**src/rtl/lamp_pkg.sv**
```systemverilog
// Shared types and defaults for the multi-channel lamp controller.
//   auto_state_t  : auto-light (CDS) state machine states
//   blink_state_t : turn/hazard blinker states
//   DEF_LVL_*     : default PWM duty levels for tail, reverse and brake
package lamp_pkg;

    typedef enum logic [1:0] {
        AUTO_BRIGHT      = 2'd0,
        AUTO_DARK_PEND   = 2'd1,
        AUTO_DARK        = 2'd2,
        AUTO_BRIGHT_PEND = 2'd3
    } auto_state_t;

    typedef enum logic [1:0] {
        BLINK_IDLE = 2'd0,
        BLINK_ON   = 2'd1,
        BLINK_OFF  = 2'd2
    } blink_state_t;

    localparam int unsigned DEF_LVL_TAIL  = 77;
    localparam int unsigned DEF_LVL_REV   = 179;
    localparam int unsigned DEF_LVL_BRAKE = 255;

    // The driver-visible "dark" flag covers both settled dark and the
    // pending return to bright.
    function automatic logic is_dark_state(input auto_state_t s);
        return (s == AUTO_DARK) || (s == AUTO_BRIGHT_PEND);
    endfunction

endpackage

```
**src/rtl/lamp_fader.sv**
```systemverilog
// One tail-lamp channel: picks a target level, ramps the level register
// toward it on fade ticks (brake snaps up instantly) and drives a PWM bit.
// Ports:
//   clk, rst    : clock, async active-high reset
//   rev_sel     : this channel is a reverse lamp and gear R is engaged
//   is_brake    : brake pressed
//   head_on     : headlights (and thus tail lamps) on
//   pwm_cnt     : shared free-running PWM counter
//   fade_tick   : one-cycle pulse every FADE_DIV clk
//   pwm         : registered PWM drive for this channel
module lamp_fader
    import lamp_pkg::*;
#(
    parameter int unsigned PWM_BITS  = 8,
    parameter int unsigned LVL_TAIL  = DEF_LVL_TAIL,
    parameter int unsigned LVL_REV   = DEF_LVL_REV,
    parameter int unsigned LVL_BRAKE = DEF_LVL_BRAKE,
    parameter int unsigned FADE_STEP = 8
) (
    input  logic                clk,
    input  logic                rst,
    input  logic                rev_sel,
    input  logic                is_brake,
    input  logic                head_on,
    input  logic [PWM_BITS-1:0] pwm_cnt,
    input  logic                fade_tick,
    output logic                pwm
);

    localparam logic [PWM_BITS-1:0] TAIL_V  = PWM_BITS'(LVL_TAIL);
    localparam logic [PWM_BITS-1:0] REV_V   = PWM_BITS'(LVL_REV);
    localparam logic [PWM_BITS-1:0] BRAKE_V = PWM_BITS'(LVL_BRAKE);
    localparam logic [PWM_BITS-1:0] STEP_V  = PWM_BITS'(FADE_STEP);

    logic [PWM_BITS-1:0] target;
    logic [PWM_BITS-1:0] level;
    logic [PWM_BITS-1:0] level_nxt;

    // Target select: reverse beats brake beats tail.
    always_comb begin
        target = '0;
        if (rev_sel) begin
            target = REV_V;
        end else if (is_brake) begin
            target = BRAKE_V;
        end else if (head_on) begin
            target = TAIL_V;
        end
    end

    // Ramp toward target, clamping the final step; brake rises without fading.
    always_comb begin
        level_nxt = level;
        if ((target == BRAKE_V) && (level < target)) begin
            level_nxt = target;
        end else if (fade_tick) begin
            if (level < target) begin
                level_nxt = ((target - level) <= STEP_V) ? target : level + STEP_V;
            end else if (level > target) begin
                level_nxt = ((level - target) <= STEP_V) ? target : level - STEP_V;
            end
        end
    end

    always_ff @(posedge clk or posedge rst) begin
        if (rst) begin
            level <= '0;
            pwm   <= 1'b0;
        end else begin
            level <= level_nxt;
            pwm   <= (pwm_cnt < level) | (&level);
        end
    end

endmodule

```
**src/rtl/lamp_ctrl_multi.sv**
```systemverilog
// Multi-channel lamp controller: debounced auto-light, headlights,
// N_TAIL faded tail/brake/reverse PWM channels and turn/hazard blinker.
// Ports:
//   clk, rst                 : clock, async active-high reset
//   sw_headlight, sw_high_beam : driver switches
//   cds_val                  : light sensor reading (lower = darker)
//   is_brake, is_reverse     : vehicle state
//   turn_left, turn_right, hazard : indicator requests
//   head_low, head_high      : headlight drives (registered)
//   tail_pwm                 : per-channel tail PWM (registered)
//   turn_l_out, turn_r_out   : indicator lamps (registered)
//   is_dark                  : auto-light state (registered)
module lamp_ctrl_multi
    import lamp_pkg::*;
#(
    parameter int unsigned        N_TAIL     = 4,
    parameter logic [N_TAIL-1:0]  REV_MASK   = N_TAIL'(4'b0110),
    parameter int unsigned        PWM_BITS   = 8,
    parameter int unsigned        LVL_TAIL   = DEF_LVL_TAIL,
    parameter int unsigned        LVL_REV    = DEF_LVL_REV,
    parameter int unsigned        LVL_BRAKE  = DEF_LVL_BRAKE,
    parameter int unsigned        FADE_DIV   = 1024,
    parameter int unsigned        FADE_STEP  = 8,
    parameter int unsigned        DARK_ON    = 240,
    parameter int unsigned        DARK_OFF   = 250,
    parameter int unsigned        DWELL      = 4096,
    parameter int unsigned        BLINK_HALF = 25000000
) (
    input  logic              clk,
    input  logic              rst,
    input  logic              sw_headlight,
    input  logic              sw_high_beam,
    input  logic [7:0]        cds_val,
    input  logic              is_brake,
    input  logic              is_reverse,
    input  logic              turn_left,
    input  logic              turn_right,
    input  logic              hazard,
    output logic              head_low,
    output logic              head_high,
    output logic [N_TAIL-1:0] tail_pwm,
    output logic              turn_l_out,
    output logic              turn_r_out,
    output logic              is_dark
);

    localparam int unsigned DWELL_W = (DWELL > 2) ? $clog2(DWELL) : 1;
    localparam int unsigned FDIV_W  = (FADE_DIV > 2) ? $clog2(FADE_DIV) : 1;
    localparam int unsigned BLINK_W = (BLINK_HALF > 2) ? $clog2(BLINK_HALF) : 1;

    localparam logic [7:0]         DARK_ON_V  = 8'(DARK_ON);
    localparam logic [7:0]         DARK_OFF_V = 8'(DARK_OFF);
    localparam logic [DWELL_W-1:0] DWELL_LAST = DWELL_W'(DWELL - 1);
    localparam logic [FDIV_W-1:0]  FDIV_LAST  = FDIV_W'(FADE_DIV - 1);
    localparam logic [BLINK_W-1:0] BLINK_LAST = BLINK_W'(BLINK_HALF - 1);

    auto_state_t         auto_q, auto_nxt;
    logic [DWELL_W-1:0]  dwell_q, dwell_nxt;
    logic                head_on;

    blink_state_t        blink_q, blink_nxt;
    logic [BLINK_W-1:0]  bcnt_q, bcnt_nxt;
    logic                blink_req;
    logic                lit_l, lit_r;

    logic [PWM_BITS-1:0] pwm_cnt;
    logic [FDIV_W-1:0]   fdiv_q;
    logic                fade_tick;

    // Auto-light next state; the dwell counter is pre-incremented so that
    // DWELL consecutive samples (including the one that left the settled
    // state) are needed to flip is_dark.
    always_comb begin
        auto_nxt  = auto_q;
        dwell_nxt = dwell_q;
        case (auto_q)
            AUTO_BRIGHT: begin
                if (cds_val < DARK_ON_V) begin
                    auto_nxt  = AUTO_DARK_PEND;
                    dwell_nxt = '0;
                end
            end
            AUTO_DARK_PEND: begin
                if (cds_val >= DARK_ON_V) begin
                    auto_nxt = AUTO_BRIGHT;
                end else begin
                    dwell_nxt = dwell_q + DWELL_W'(1);
                    if (dwell_nxt == DWELL_LAST) begin
                        auto_nxt = AUTO_DARK;
                    end
                end
            end
            AUTO_DARK: begin
                if (cds_val > DARK_OFF_V) begin
                    auto_nxt  = AUTO_BRIGHT_PEND;
                    dwell_nxt = '0;
                end
            end
            AUTO_BRIGHT_PEND: begin
                if (cds_val <= DARK_OFF_V) begin
                    auto_nxt = AUTO_DARK;
                end else begin
                    dwell_nxt = dwell_q + DWELL_W'(1);
                    if (dwell_nxt == DWELL_LAST) begin
                        auto_nxt = AUTO_BRIGHT;
                    end
                end
            end
            default: auto_nxt = AUTO_BRIGHT;
        endcase
    end

    // Headlights follow the auto-light decision in the same cycle it lands.
    assign head_on = sw_headlight | is_dark_state(auto_nxt);

    always_ff @(posedge clk or posedge rst) begin
        if (rst) begin
            auto_q    <= AUTO_BRIGHT;
            dwell_q   <= '0;
            is_dark   <= 1'b0;
            head_low  <= 1'b0;
            head_high <= 1'b0;
        end else begin
            auto_q    <= auto_nxt;
            dwell_q   <= dwell_nxt;
            is_dark   <= is_dark_state(auto_nxt);
            head_low  <= head_on;
            head_high <= head_on & sw_high_beam;
        end
    end

    // Blinker next state; dropping every request returns to IDLE at once.
    assign blink_req = turn_left | turn_right | hazard;
    assign lit_l     = hazard | turn_left;
    assign lit_r     = hazard | turn_right;

    always_comb begin
        blink_nxt = blink_q;
        bcnt_nxt  = bcnt_q;
        if (!blink_req) begin
            blink_nxt = BLINK_IDLE;
            bcnt_nxt  = '0;
        end else begin
            case (blink_q)
                BLINK_IDLE: begin
                    blink_nxt = BLINK_ON;
                    bcnt_nxt  = '0;
                end
                BLINK_ON: begin
                    if (bcnt_q == BLINK_LAST) begin
                        blink_nxt = BLINK_OFF;
                        bcnt_nxt  = '0;
                    end else begin
                        bcnt_nxt = bcnt_q + BLINK_W'(1);
                    end
                end
                BLINK_OFF: begin
                    if (bcnt_q == BLINK_LAST) begin
                        blink_nxt = BLINK_ON;
                        bcnt_nxt  = '0;
                    end else begin
                        bcnt_nxt = bcnt_q + BLINK_W'(1);
                    end
                end
                default: begin
                    blink_nxt = BLINK_IDLE;
                    bcnt_nxt  = '0;
                end
            endcase
        end
    end

    always_ff @(posedge clk or posedge rst) begin
        if (rst) begin
            blink_q    <= BLINK_IDLE;
            bcnt_q     <= '0;
            turn_l_out <= 1'b0;
            turn_r_out <= 1'b0;
        end else begin
            blink_q    <= blink_nxt;
            bcnt_q     <= bcnt_nxt;
            turn_l_out <= (blink_nxt == BLINK_ON) & lit_l;
            turn_r_out <= (blink_nxt == BLINK_ON) & lit_r;
        end
    end

    // Shared PWM counter and fade-tick divider.
    always_ff @(posedge clk or posedge rst) begin
        if (rst) begin
            pwm_cnt   <= '0;
            fdiv_q    <= '0;
            fade_tick <= 1'b0;
        end else begin
            pwm_cnt <= pwm_cnt + PWM_BITS'(1);
            if (fdiv_q == FDIV_LAST) begin
                fdiv_q    <= '0;
                fade_tick <= 1'b1;
            end else begin
                fdiv_q    <= fdiv_q + FDIV_W'(1);
                fade_tick <= 1'b0;
            end
        end
    end

    for (genvar i = 0; i < int'(N_TAIL); i++) begin : g_ch
        lamp_fader #(
            .PWM_BITS  (PWM_BITS),
            .LVL_TAIL  (LVL_TAIL),
            .LVL_REV   (LVL_REV),
            .LVL_BRAKE (LVL_BRAKE),
            .FADE_STEP (FADE_STEP)
        ) u_fader (
            .clk       (clk),
            .rst       (rst),
            .rev_sel   (REV_MASK[i] & is_reverse),
            .is_brake  (is_brake),
            .head_on   (head_on),
            .pwm_cnt   (pwm_cnt),
            .fade_tick (fade_tick),
            .pwm       (tail_pwm[i])
        );
    end

endmodule

```
**config.mk**
```make
export PLATFORM = sky130hd
export DESIGN_NAME = lamp_ctrl_multi
export DESIGN_NICKNAME = d
export VERILOG_FILES = /design/src/rtl/lamp_pkg.sv /design/src/rtl/lamp_fader.sv /design/src/rtl/lamp_ctrl_multi.sv
export SDC_FILE = /design/constraint.sdc
export NUM_CORES = 1
export LEC_CHECK = 0
export BUFFER_PORTS_ARGS = -buffer_cell sky130_fd_sc_hd__buf_2
export CAP_MARGIN = 20
export CORE_MARGIN = 4
export CORE_UTILIZATION = 39
export CTS_BUF_LIST = sky130_fd_sc_hd__clkbuf_4
export DETAILED_ROUTE_END_ITERATION = 8
export PLACE_DENSITY_LB_ADDON = 0.15
export SLEW_MARGIN = 20
export SYNTH_ARGS = -nofsm -noshare
export SYNTH_HDL_FRONTEND = slang
export SYNTH_SLANG_ARGS = --single-unit
```
**constraint.sdc**
```tcl
create_clock -name clk -period 6.8 [get_ports clk]
set_input_delay 0.34 -clock clk [delete_from_list [all_inputs] [get_ports clk]]
set_output_delay 0.34 -clock clk [all_outputs]
set_load 0.01 [all_outputs]
```
# After elaboration in Yosys (flattened, before gate mapping)
# Cells that the tools add are included.
# op_classes
n_addsub	20
magnitude_cmp	24
eq_ne	17
mux	48
bitwise	12
n_reduce_logical	25
# op_table
operator	count
2-to-1 mux 8 bit	26
2-to-1 mux 25 bit	3
less-or-equal comparator 8 x 4 -> 1 bit (second input constant)	8
less-than comparator 8 bit	8
subtractor 8 bit	8
2-to-1 mux 12 bit	4
case mux 12 bit (4 select lines)	1
adder 8 x 4 -> 8 bit (second input constant)	4
> comparator 8 bit	4
AND reduction 8 bit	4
subtractor 8 x 4 -> 8 bit (second input constant)	4
adder 25 x 1 -> 25 bit (second input constant)	1
== test 25 bit (second input constant)	1
2-to-1 mux 2 bit	9
== test 8 bit (second input constant)	2
adder 12 x 1 -> 12 bit (second input constant)	1
== test 12 bit (second input constant)	1
nonzero test 3 bit	4
adder 10 x 1 -> 10 bit (second input constant)	1
== test 10 bit (second input constant)	1
== test 2 bit (second input constant)	5
2-to-1 mux 10 bit	1
bitwise OR 1 bit	9
adder 8 x 1 -> 8 bit (second input constant)	1
18 further kinds	35
# word_totals
regBits	101
in_bits	17
out_inout_bits	9
wordCells	166

# Depth between registers and ports, before layout
# Gate-level depths: netlist (run 1).
# logic_depth
ltp_word	18
depth_mapped	22
ltp_nobuf	20

# Hierarchy
# A second synthesis (run 1) with hierarchy kept.
# unflattened
hier_cells	1066
area_unflattened_um2	9405.3
# by_module_without_submodules
mod	instances	cells_each	area_per_inst_um2	seq_area_each_um2
lamp_ctrl_multi	1	325	3279.4	1601.5
lamp_fader at g_ch[2].u_fader ...	2	184	1530.2	225.2
lamp_fader at g_ch[1].u_fader	1	199	1599.0	225.2
lamp_fader at g_ch[0].u_fader	1	174	1466.4	225.2

# Worst setup path after synthesis (run 1)
# No wires, ideal clock.
# synth_timing
kind	register to register
start	register dwell_q[0]
end	register g_ch[1].u_fader.level[1]
setup_ps	128
arrival_time_ps	5014
required_time_ps	6672
slack_ps	1658
stages_incl_launch_ff	23
path_buffers	2
synth_period_minus_slack_ps	5142
path_cell_list	dfrtp_1 ha_1 xnor2_1 or4b_4 a221oi_4 a31oi_1 a31o_2 nor3_4 inv_4 nand2b_4 inv_4 ha_1 clkbuf_1 or2_2 o311a_1 o41a_1 a31oi_1 buf_4 nor2_1 a32oi_1 o21ai_0 nand2_1 o21ai_0
# synth_between
elab_chain_cells	18
word_cells_on_any_way	31
cone_classes	3 x add/sub; 4 x order compare; 4 x eq/ne; 14 x mux; 1 x bitwise; 5 x reduce/logical
# synth_lines
element	line	source
from (decl)	lamp_ctrl_multi.sv:58	logic [DWELL_W-1:0] dwell_q, dwell_nxt;
from (signal assigned)	lamp_ctrl_multi.sv:125	dwell_q <= dwell_nxt;
adder 12 x 1 -> 12 bit (*)	lamp_ctrl_multi.sv:87, lamp_ctrl_multi.sv:103	
== test 12 bit (*)	lamp_ctrl_multi.sv:88, lamp_ctrl_multi.sv:104	
2-to-1 mux 2 bit, on equally long branches	lamp_ctrl_multi.sv:104, lamp_ctrl_multi.sv:88	
2-to-1 mux 2 bit, on equally long branches	lamp_ctrl_multi.sv:100, lamp_ctrl_multi.sv:84	
case mux 2 bit (4 select lines) (*)	lamp_ctrl_multi.sv:76	case (auto_q)
== test 2 bit	lamp_pkg.sv:27	return (s == AUTO_DARK) || (s == AUTO_BRIGHT_PEND);
logical OR 1 bit (*)	lamp_pkg.sv:27	
bitwise OR 1 bit (*)	lamp_ctrl_multi.sv:114	assign head_on = sw_headlight | is_dark_state(auto_nxt);
[... 2 more ...]	-	
2-to-1 mux 8 bit (*)	lamp_fader.sv:42	if (rev_sel) begin
subtractor 8 bit	lamp_fader.sv:60	level_nxt = ((level - target) <= STEP_V) ? target : level - STEP_V;
less-or-equal comparator 8 x 4 -> 1 bit	lamp_fader.sv:60	
2-to-1 mux 8 bit	lamp_fader.sv:60	
2-to-1 mux 8 bit	lamp_fader.sv:59	end else if (level > target) begin
2-to-1 mux 8 bit	lamp_fader.sv:57	if (level < target) begin
2-to-1 mux 8 bit	lamp_fader.sv:56	end else if (fade_tick) begin
2-to-1 mux 8 bit	lamp_fader.sv:54	if ((target == BRAKE_V) && (level < target)) begin
to (signal assigned)	lamp_fader.sv:70	level <= level_nxt;
to (decl)	lamp_fader.sv:36	logic [PWM_BITS-1:0] level;
# Every way passes the cells marked *; elsewhere a longest branch is shown, timed or not. The select of a mux whose other input is x is not followed.
# A chain may end at the register's enable or synchronous reset.

# Worst setup path in the final report (run 1)
# layout_timing
start	register dwell_q[1]
end	register g_ch[2].u_fader.level[0]
# layout_between
elab_chain_cells	18
word_cells_on_any_way	31
cone_classes	3 x add/sub; 4 x order compare; 4 x eq/ne; 14 x mux; 1 x bitwise; 5 x reduce/logical
# layout_lines
element	line
adder 12 x 1 -> 12 bit (*)	lamp_ctrl_multi.sv:87, lamp_ctrl_multi.sv:103
== test 12 bit (*)	lamp_ctrl_multi.sv:88, lamp_ctrl_multi.sv:104
2-to-1 mux 2 bit, on equally long branches	lamp_ctrl_multi.sv:104, lamp_ctrl_multi.sv:88
2-to-1 mux 2 bit, on equally long branches	lamp_ctrl_multi.sv:100, lamp_ctrl_multi.sv:84
case mux 2 bit (4 select lines) (*)	lamp_ctrl_multi.sv:76
== test 2 bit	lamp_pkg.sv:27
logical OR 1 bit (*)	lamp_pkg.sv:27
bitwise OR 1 bit (*)	lamp_ctrl_multi.sv:114
[... 2 more ...]	-
2-to-1 mux 8 bit (*)	lamp_fader.sv:42
subtractor 8 bit	lamp_fader.sv:60
less-or-equal comparator 8 x 4 -> 1 bit	lamp_fader.sv:60
2-to-1 mux 8 bit	lamp_fader.sv:60
2-to-1 mux 8 bit	lamp_fader.sv:59
2-to-1 mux 8 bit	lamp_fader.sv:57
2-to-1 mux 8 bit	lamp_fader.sv:56
2-to-1 mux 8 bit	lamp_fader.sv:54
to (signal assigned)	lamp_fader.sv:70
to (decl)	lamp_fader.sv:36
# Marks and branches as above.

==> reports/qor.yml, run 1 <==
maxSlewViolCount: 0
clockBufferDepth: 2
p_switching_mw: 0.636
clk-insertion-delay-late_ns: 0.49
clock-sinks: 99
drt_wl_total_mm: 20.4
cp-start-kind: "flip-flop"
grt_use_total_pct: 16.9
fin_hold_ws_ns: 0.0692
hp-class: "input pin to flip-flop"
min-delay-start: "sw_high_beam"
grt_setup_unrepaired: "no"
area_delta_synth_final_pct: 5.80
syn_avg_cell_area_um2: 8.43
critPathRequiredTime_ns: 7.17
place_ws_ns: 1.26
finalNetCount: 1150
yosysTopAreaCell: "dfrtp_1"
drt.antenna.violating_nets: 0
crit_start: "dwell_q[1]"
port-buffer-count: 25
fmax_ghz: 0.179
numCtsBuffers: 9
first_pass_iters: 7
setup_slack_ns: 1.21
finalPower_mw: 1.59
start_util_pct: 39.6
tightest_slew_ns: 0.902
sw_frac_of_total_pct: 39.9
final_common_cell: "ha_1"
path_max_fanout: 15
synth_nets: 1142
synthArstFlopShare_pct: 100
p_leak_nw: 4.18
syn_area_mm2: 0.00862
gp_congestion: 0.827
ys_dominant_reg_cell: "dfrtp_1"
die_h_um: 157
clk_pin_slew_worst_paths_ns: 0.17
p_int_mw: 0.957
rr_startpoint: "dwell_q[1]"
layout-drive-gt1-share_pct: 8.01
hpwl_mm: 15.0
cts_root_buffer: "clkbuf_4"
pwr-share-seq_pct: 41.5
drc: 0
final_cell_mix: "ha_1 (102), nor2_1 (100), dfrtp_1 (99), nand2_1 (79), inv_1 (62)"
cts_tree: "built"
final-hold-violation-count: 0
dr.first_iter.drc_count: 350
dieArea_mm2: 0.0246
grt_pass1_wl_mm: 34.5
syn-instance-count: 1023
p_clk_share_pct: 19.4
critPathArrivalTime_ns: 5.96
num_rows: 54
core-area_mm2: 0.0218
cts_resized: 0
timing_worst_setup_path_type: "flip-flop to flip-flop"
synth_top_area_share_pct: 28.7
setup_viol: 0
cap_viol_max_count: 0
gr-total-overflow: 0
grt_pass1_vias: 6918
finalCritPeriodShare_pct: 82.3
status: "complete, no violations"
die_w_um: 157
cts.htree.levels: 3
ys_warn_count: 0
grt_max_degree: 59
vias_per_cell: 5.44
pwr-share-comb_pct: 39.1
post-route-min-period_ns: 5.59
synth.area.top_cells: "dfrtp_1 (29%), ha_1 (15%), nor2_1 (4.4%)"
ys_ff_latch: 99
pin_count: 26
grt_antenna_before_repair: 1
avgRoutedWirePerCell_um: 15.5
finClkSkew_ns: 0.0220
slew_headroom_pct: 39.8
fin_tns_setup_ns: 0
num_vias: 7163
powerDensity_mw_per_mm2: 175
peakVddDrop_mv: 0.0982
synth_edf_count: 0
worst_setup_path_end_kind: "flip-flop"
synth_cell_types: 82
seq_area_frac_synth_pct: 28.7
-- cells in the mapped netlist, types with 22 or more instances --
master,n
dfrtp_1,99
xor2_1,27
ha_1,102
nor2_1,100
nor2b_1,22
clkbuf_1,27
xnor2_1,39
nor3_1,28
inv_1,63
o21ai_0,56
nand3_1,55
a21oi_1,49
nand2_1,79
-- logic make-up after synthesis --
logic type / count (synthesis) / synth area share, %
AND/OR/NAND/NOR: 384 / 22.6
AO/OA/AOI/OAI: 253 / 20.2
XOR/XNOR: 66 / 6.70
adder cells (fa/ha/maj): 102 / 14.8
buffers and inverters: 100 / 4.77
flip-flops: 99 / 28.7
multiplexers: 19 / 2.26
-- timing repair --
item	4_1_cts	5_1_grt
hold buffers	1	0
buffers inserted	0	0
endpoints found under the hold margin	41	0
-- stage by stage --
step                cells  utilization (%)  cell area (um2)
floorplan            1023                -             8620
global placement     1299             41.3             8980
detailed placement   1299             41.3             8980
CTS                  1316             41.9             9120
global route         1317             41.9             9130
finish               1317             41.9             9130
-- final timing paths --
check                           slack [ns]                       end  cells past startpoint
min in group asynchronous             0.42                 bcnt_q[5]                      3
worst max register to register        1.21  g_ch[2].u_fader.level[0]                     21
worst min register to register        0.48                 fdiv_q[6]                      1
max in group asynchronous             5.19  g_ch[2].u_fader.level[0]                      4
worst max-delay path                  1.21  g_ch[2].u_fader.level[0]                     21
worst min-delay path                  0.07                 head_high                      2
-- cell type report --
type / instances / area, um2
fill: 2209 / 12600
tap: 280 / 350
clock inverter: 7 / 60.1
antenna: 1 / 2.50
clock buffer: 9 / 67.6
inverter: 65 / 251
sequential: 99 / 2480
timing repair buffer: 32 / 180
multi-input combinational: 824 / 5740
-- metal layers --
| metal | part of all wire, % | GRT usage [%] | vias up |
|---|---|---|---|
| li1 | - | - | 3690 |
| met1 | 48 | 22.9 | 3353 |
| met2 | 48 | 28.6 | 104 |
| met3 | 3.3 | 3.01 | 16 |
| met4 | 0.99 | 3.22 | 0 |
| met5 | 0 | 0 | - |
-- flip-flops by register name (all words and copies together), names as in the netlist, 2 cells and up --
name and count:
pwm_cnt 8, fdiv_q 10, g_ch.u_fader.level 30, dwell_q 12, bcnt_q 25, auto_q 2, blink_q 2, g_ch.u_fader.pwm 4
-- power groups by stage --
stage                     clock [mW]  combinational [mW]  sequential [mW]
after detailed placement           0               0.620            0.672
final                          0.309               0.622            0.661
after global placement             0               0.623            0.672
after CTS                      0.329               0.623            0.661
after global routing           0.349               0.708            0.666
after floorplan                    0               0.504            0.657
-- worst max-delay path, stage by stage, from the launching register on --
cell,delay [ns]
dfrtp_1,0.45
ha_1,0.28
xnor2_1,0.15
or4b_4,0.53
a221oi_4,0.26
a31oi_1,0.14
a31o_2,0.28
nor3_4,0.10
buf_4,0.25
inv_4,0.11
nand2b_4,0.15
inv_4,0.10
ha_1,0.43
o21a_1,0.16
o31a_1,0.20
o31ai_1,0.12
a21o_1,0.29
o41ai_2,0.55
nor2_1,0.13
a32oi_1,0.50
mux2i_1,0.25
nand2_1,0.07
(Power assumes the default switching activity.)
==> run 2: changes to the inputs <==
--- a/config.mk
+++ b/config.mk
@@ -5,6 +5,7 @@
 export SDC_FILE = /design/constraint.sdc
 export NUM_CORES = 1
 export LEC_CHECK = 0
+export ABC_AREA = 1
 export BUFFER_PORTS_ARGS = -buffer_cell sky130_fd_sc_hd__buf_2
 export CAP_MARGIN = 20
 export CORE_MARGIN = 4
==> constraint.sdc (replaced) <==
create_clock -name clk -period 4.9 [get_ports clk]
set_input_delay 0.245 -clock clk [delete_from_list [all_inputs] [get_ports clk]]
set_output_delay 0.245 -clock clk [all_outputs]
set_load 0.01 [all_outputs]
==> run 2 against run 1 <==
  * Utilization is 0.66 points higher
  * Critical path depth is 3 higher
  * Sequential cell count stayed put
  * Sequential share of layout area is 0.67 points lower
  * Global-route usage is 0.62 points higher
  * Register-to-register slack worse by 0.62 ns
  * Largest cell class unchanged
==> reports/qor.yml, run 2 <==
die_w_um: 158
port-buffer-count: 25
top_regs: "g_ch.u_fader.level: 30 flops, bcnt_q: 25 flops, dwell_q: 12 flops"
grt_setup_unrepaired: "no"
grt_pass1_wl_mm: 35.9
ys_dominant_reg_cell: "dfrtp_1"
cts_root_buffer: "clkbuf_4"
clk_pin_slew_worst_paths_ns: 0.19
r2r_setup_slack_ns: 0.59
synth.area.top_cells: "dfrtp_1 (28%), ha_1 (15%), nand2_1 (11%)"
num_vias: 7702
gr-total-overflow: 0
finalCritPeriodShare_pct: 88.1
crit_start: "dwell_q[0]"
grt_max_degree: 53
cap_viol_max_count: 0
peakVddDrop_mv: 0.131
hp-class: "input pin to flip-flop"
critPathRequiredTime_ns: 5.26
final_cell_mix: "nand2_1 (257), inv_1 (162), nor2_1 (105), ha_1 (102), dfrtp_1 (99)"
grt_use_total_pct: 17.5
post-route-min-period_ns: 4.31
fin_hold_ws_ns: 0.0449
cts.htree.levels: 3
avgRoutedWirePerCell_um: 14.0
drt_wl_total_mm: 21.1
synthArstFlopShare_pct: 100
powerDensity_mw_per_mm2: 418
p_int_mw: 1.97
synth_most_common_cell: "nand2_1"
dr.first_iter.drc_count: 468
area_delta_synth_final_pct: 6.86
start_util_pct: 39.9
p_switching_mw: 1.95
ys_warn_count: 0
die_h_um: 158
finalNetCount: 1348
path_max_fanout: 10
syn-instance-count: 1203
setup_viol: 0
largest_register_ffs: 30
synth_cell_types: 54
syn_avg_cell_area_um2: 7.28
synth_nets: 1322
fin_tns_setup_ns: 0
clockBufferDepth: 2
synth_top_area_share_pct: 28.3
timing_worst_setup_path_type: "flip-flop to flip-flop"
syn_area_mm2: 0.00875
ys_top_cells_by_count: "nand2_1 (257), inv_1 (163), nor2_1 (105), ha_1 (102), dfrtp_1 (99)"
gp_congestion: 0.931
r2r_cells: 24
slew_headroom_pct: 55.5
fmax_ghz: 0.232
r2r_end: "g_ch[1].u_fader.level[2]"
maxSlewViolCount: 0
regMostFlops: "g_ch.u_fader.level"
numCtsBuffers: 9
num_rows: 54
critPathArrivalTime_ns: 4.67
pin_count: 26
p_leak_nw: 4.67
hpwl_mm: 16.5
ys_ff_latch: 99
seq_area_frac_synth_pct: 28.3
cp-endpoint: "g_ch[1].u_fader.level[2]"
rr_startpoint: "dwell_q[0]"
p_clk_share_pct: 12.7
final_area_mm2: 0.00936
sw_frac_of_total_pct: 49.7
core-area_mm2: 0.0220
final_common_cell: "nand2_1"
first_pass_iters: 6
cts_tree: "built"
final_cell_count_no_fill: 1515
n_fill_cell: 2278
synth_edf_count: 0
grt_antenna_before_repair: 1
drc: 0
tightest_slew_ns: 0.668
finClkSkew_ns: 0.0292
vias_per_cell: 5.08
yosysTopAreaCell: "dfrtp_1"
layout-drive-gt1-share_pct: 8.67
drt.antenna.violating_nets: 0
clock-sinks: 99
placedCellCount: 1493
worst_setup_path_end_kind: "flip-flop"
clk-insertion-delay-late_ns: 0.48
grt_pass1_vias: 7380
post_cts_buffers: 0
post_dp_cell_area_mm2: 0.00914
pwr-share-comb_pct: 58.5
cp-start-kind: "flip-flop"
pwr-share-seq_pct: 28.8
dieArea_mm2: 0.0249
status: "complete, no violations"
final-hold-violation-count: 0
[run 2: cell count changes after synthesis, moves of 22 or more]
cell,change
a21oi_1,+35
nor2b_1,-22
xor2_1,+24
xnor2_1,-31
nand2_1,+178
clkbuf_1,-25
inv_1,+100
[run 2: worst min-delay path by stage]
stage | startpoint | end | cells past startpoint
after floorplan | sw_high_beam | head_high | 2
after global placement | rst | turn_l_out | 2
after detailed placement | rst | dwell_q[0] | 2
after global routing | turn_left | turn_l_out | 3
after CTS | turn_left | turn_l_out | 3
final | turn_left | turn_l_out | 3
[run 2: per-layer routing]
layer	up-vias	global-route usage (%)	wire [um]
met5	-	0	0
met4	0	4.51	349
met3	23	2.30	515
met2	101	29.7	9950
met1	3553	23.8	10300
li1	4025	-	-
[run 2: cell families (layout without fill, tap and decap cells)]
group / count (synthesis) / count (layout) / synth area share, %
AND/OR/NAND/NOR: 537 / 537 / 27.8
AO/OA/AOI/OAI: 218 / 218 / 14.8
buffers and inverters: 188 / 219 / 8.60
adder cells (fa/ha/maj): 102 / 102 / 14.6
flip-flops: 99 / 99 / 28.3
XOR/XNOR: 59 / 59 / 5.90
other: 0 / 1 / 0
[run 2: power by group through the flow]
stage | sequential (mW) | clock [mW] | combinational, mW
global placement | 1.14 | 0 | 2.29
floorplan | 1.08 | 0 | 1.84
finish | 1.13 | 0.497 | 2.29
CTS | 1.12 | 0.518 | 2.29
global route | 1.15 | 0.550 | 2.64
detailed placement | 1.14 | 0 | 2.28
[run 2: final cells by class]
class                      count  area [um2]  area share (%)
timing repair buffer          34         205            2.19
inverter                     169         637            6.81
tap                          280         350            3.74
sequential                    99        2480            26.5
antenna                        1        2.50          0.0267
clock buffer                  10        75.1           0.802
multi-input combinational    916        5520            59.0
clock inverter                 6        83.8           0.896
[run 2: worst max-delay path: stages, from the launching register on]
cell and delay, ns:
dfrtp_1 0.45, ha_1 0.24, nand3_2 0.13, nor2_4 0.16, nand2_1 0.08, nand2_2 0.08, nand3_2 0.09, nor2_4 0.14
nand4_2 0.11, nand2_2 0.12, nand4_4 0.19, nand2_2 0.27, inv_2 0.12, ha_1 0.46, nand2_1 0.10, nor2_2 0.17
nand2_1 0.08, o211ai_1 0.11, xor2_1 0.09, nor2_1 0.11, nand3_1 0.30, nand2_1 0.20, nand3_2 0.12, nor2_1 0.15
a21boi_1 0.08
[run 2: timing repair]
item	4_1_cts	5_1_grt
hold buffers	5	0
gates resized for setup	0	0
hold endpoints to repair	54	0
[run 2: stage by stage]
step	utilization [%]	total power [mW]	setup WS, ns
finish	42.6	3.91	0.585
global route	42.6	4.34	0.101
CTS	42.6	3.93	0.581
detailed placement	41.6	3.42	0.665
global placement	41.6	3.44	0.741
floorplan	-	2.92	1.38
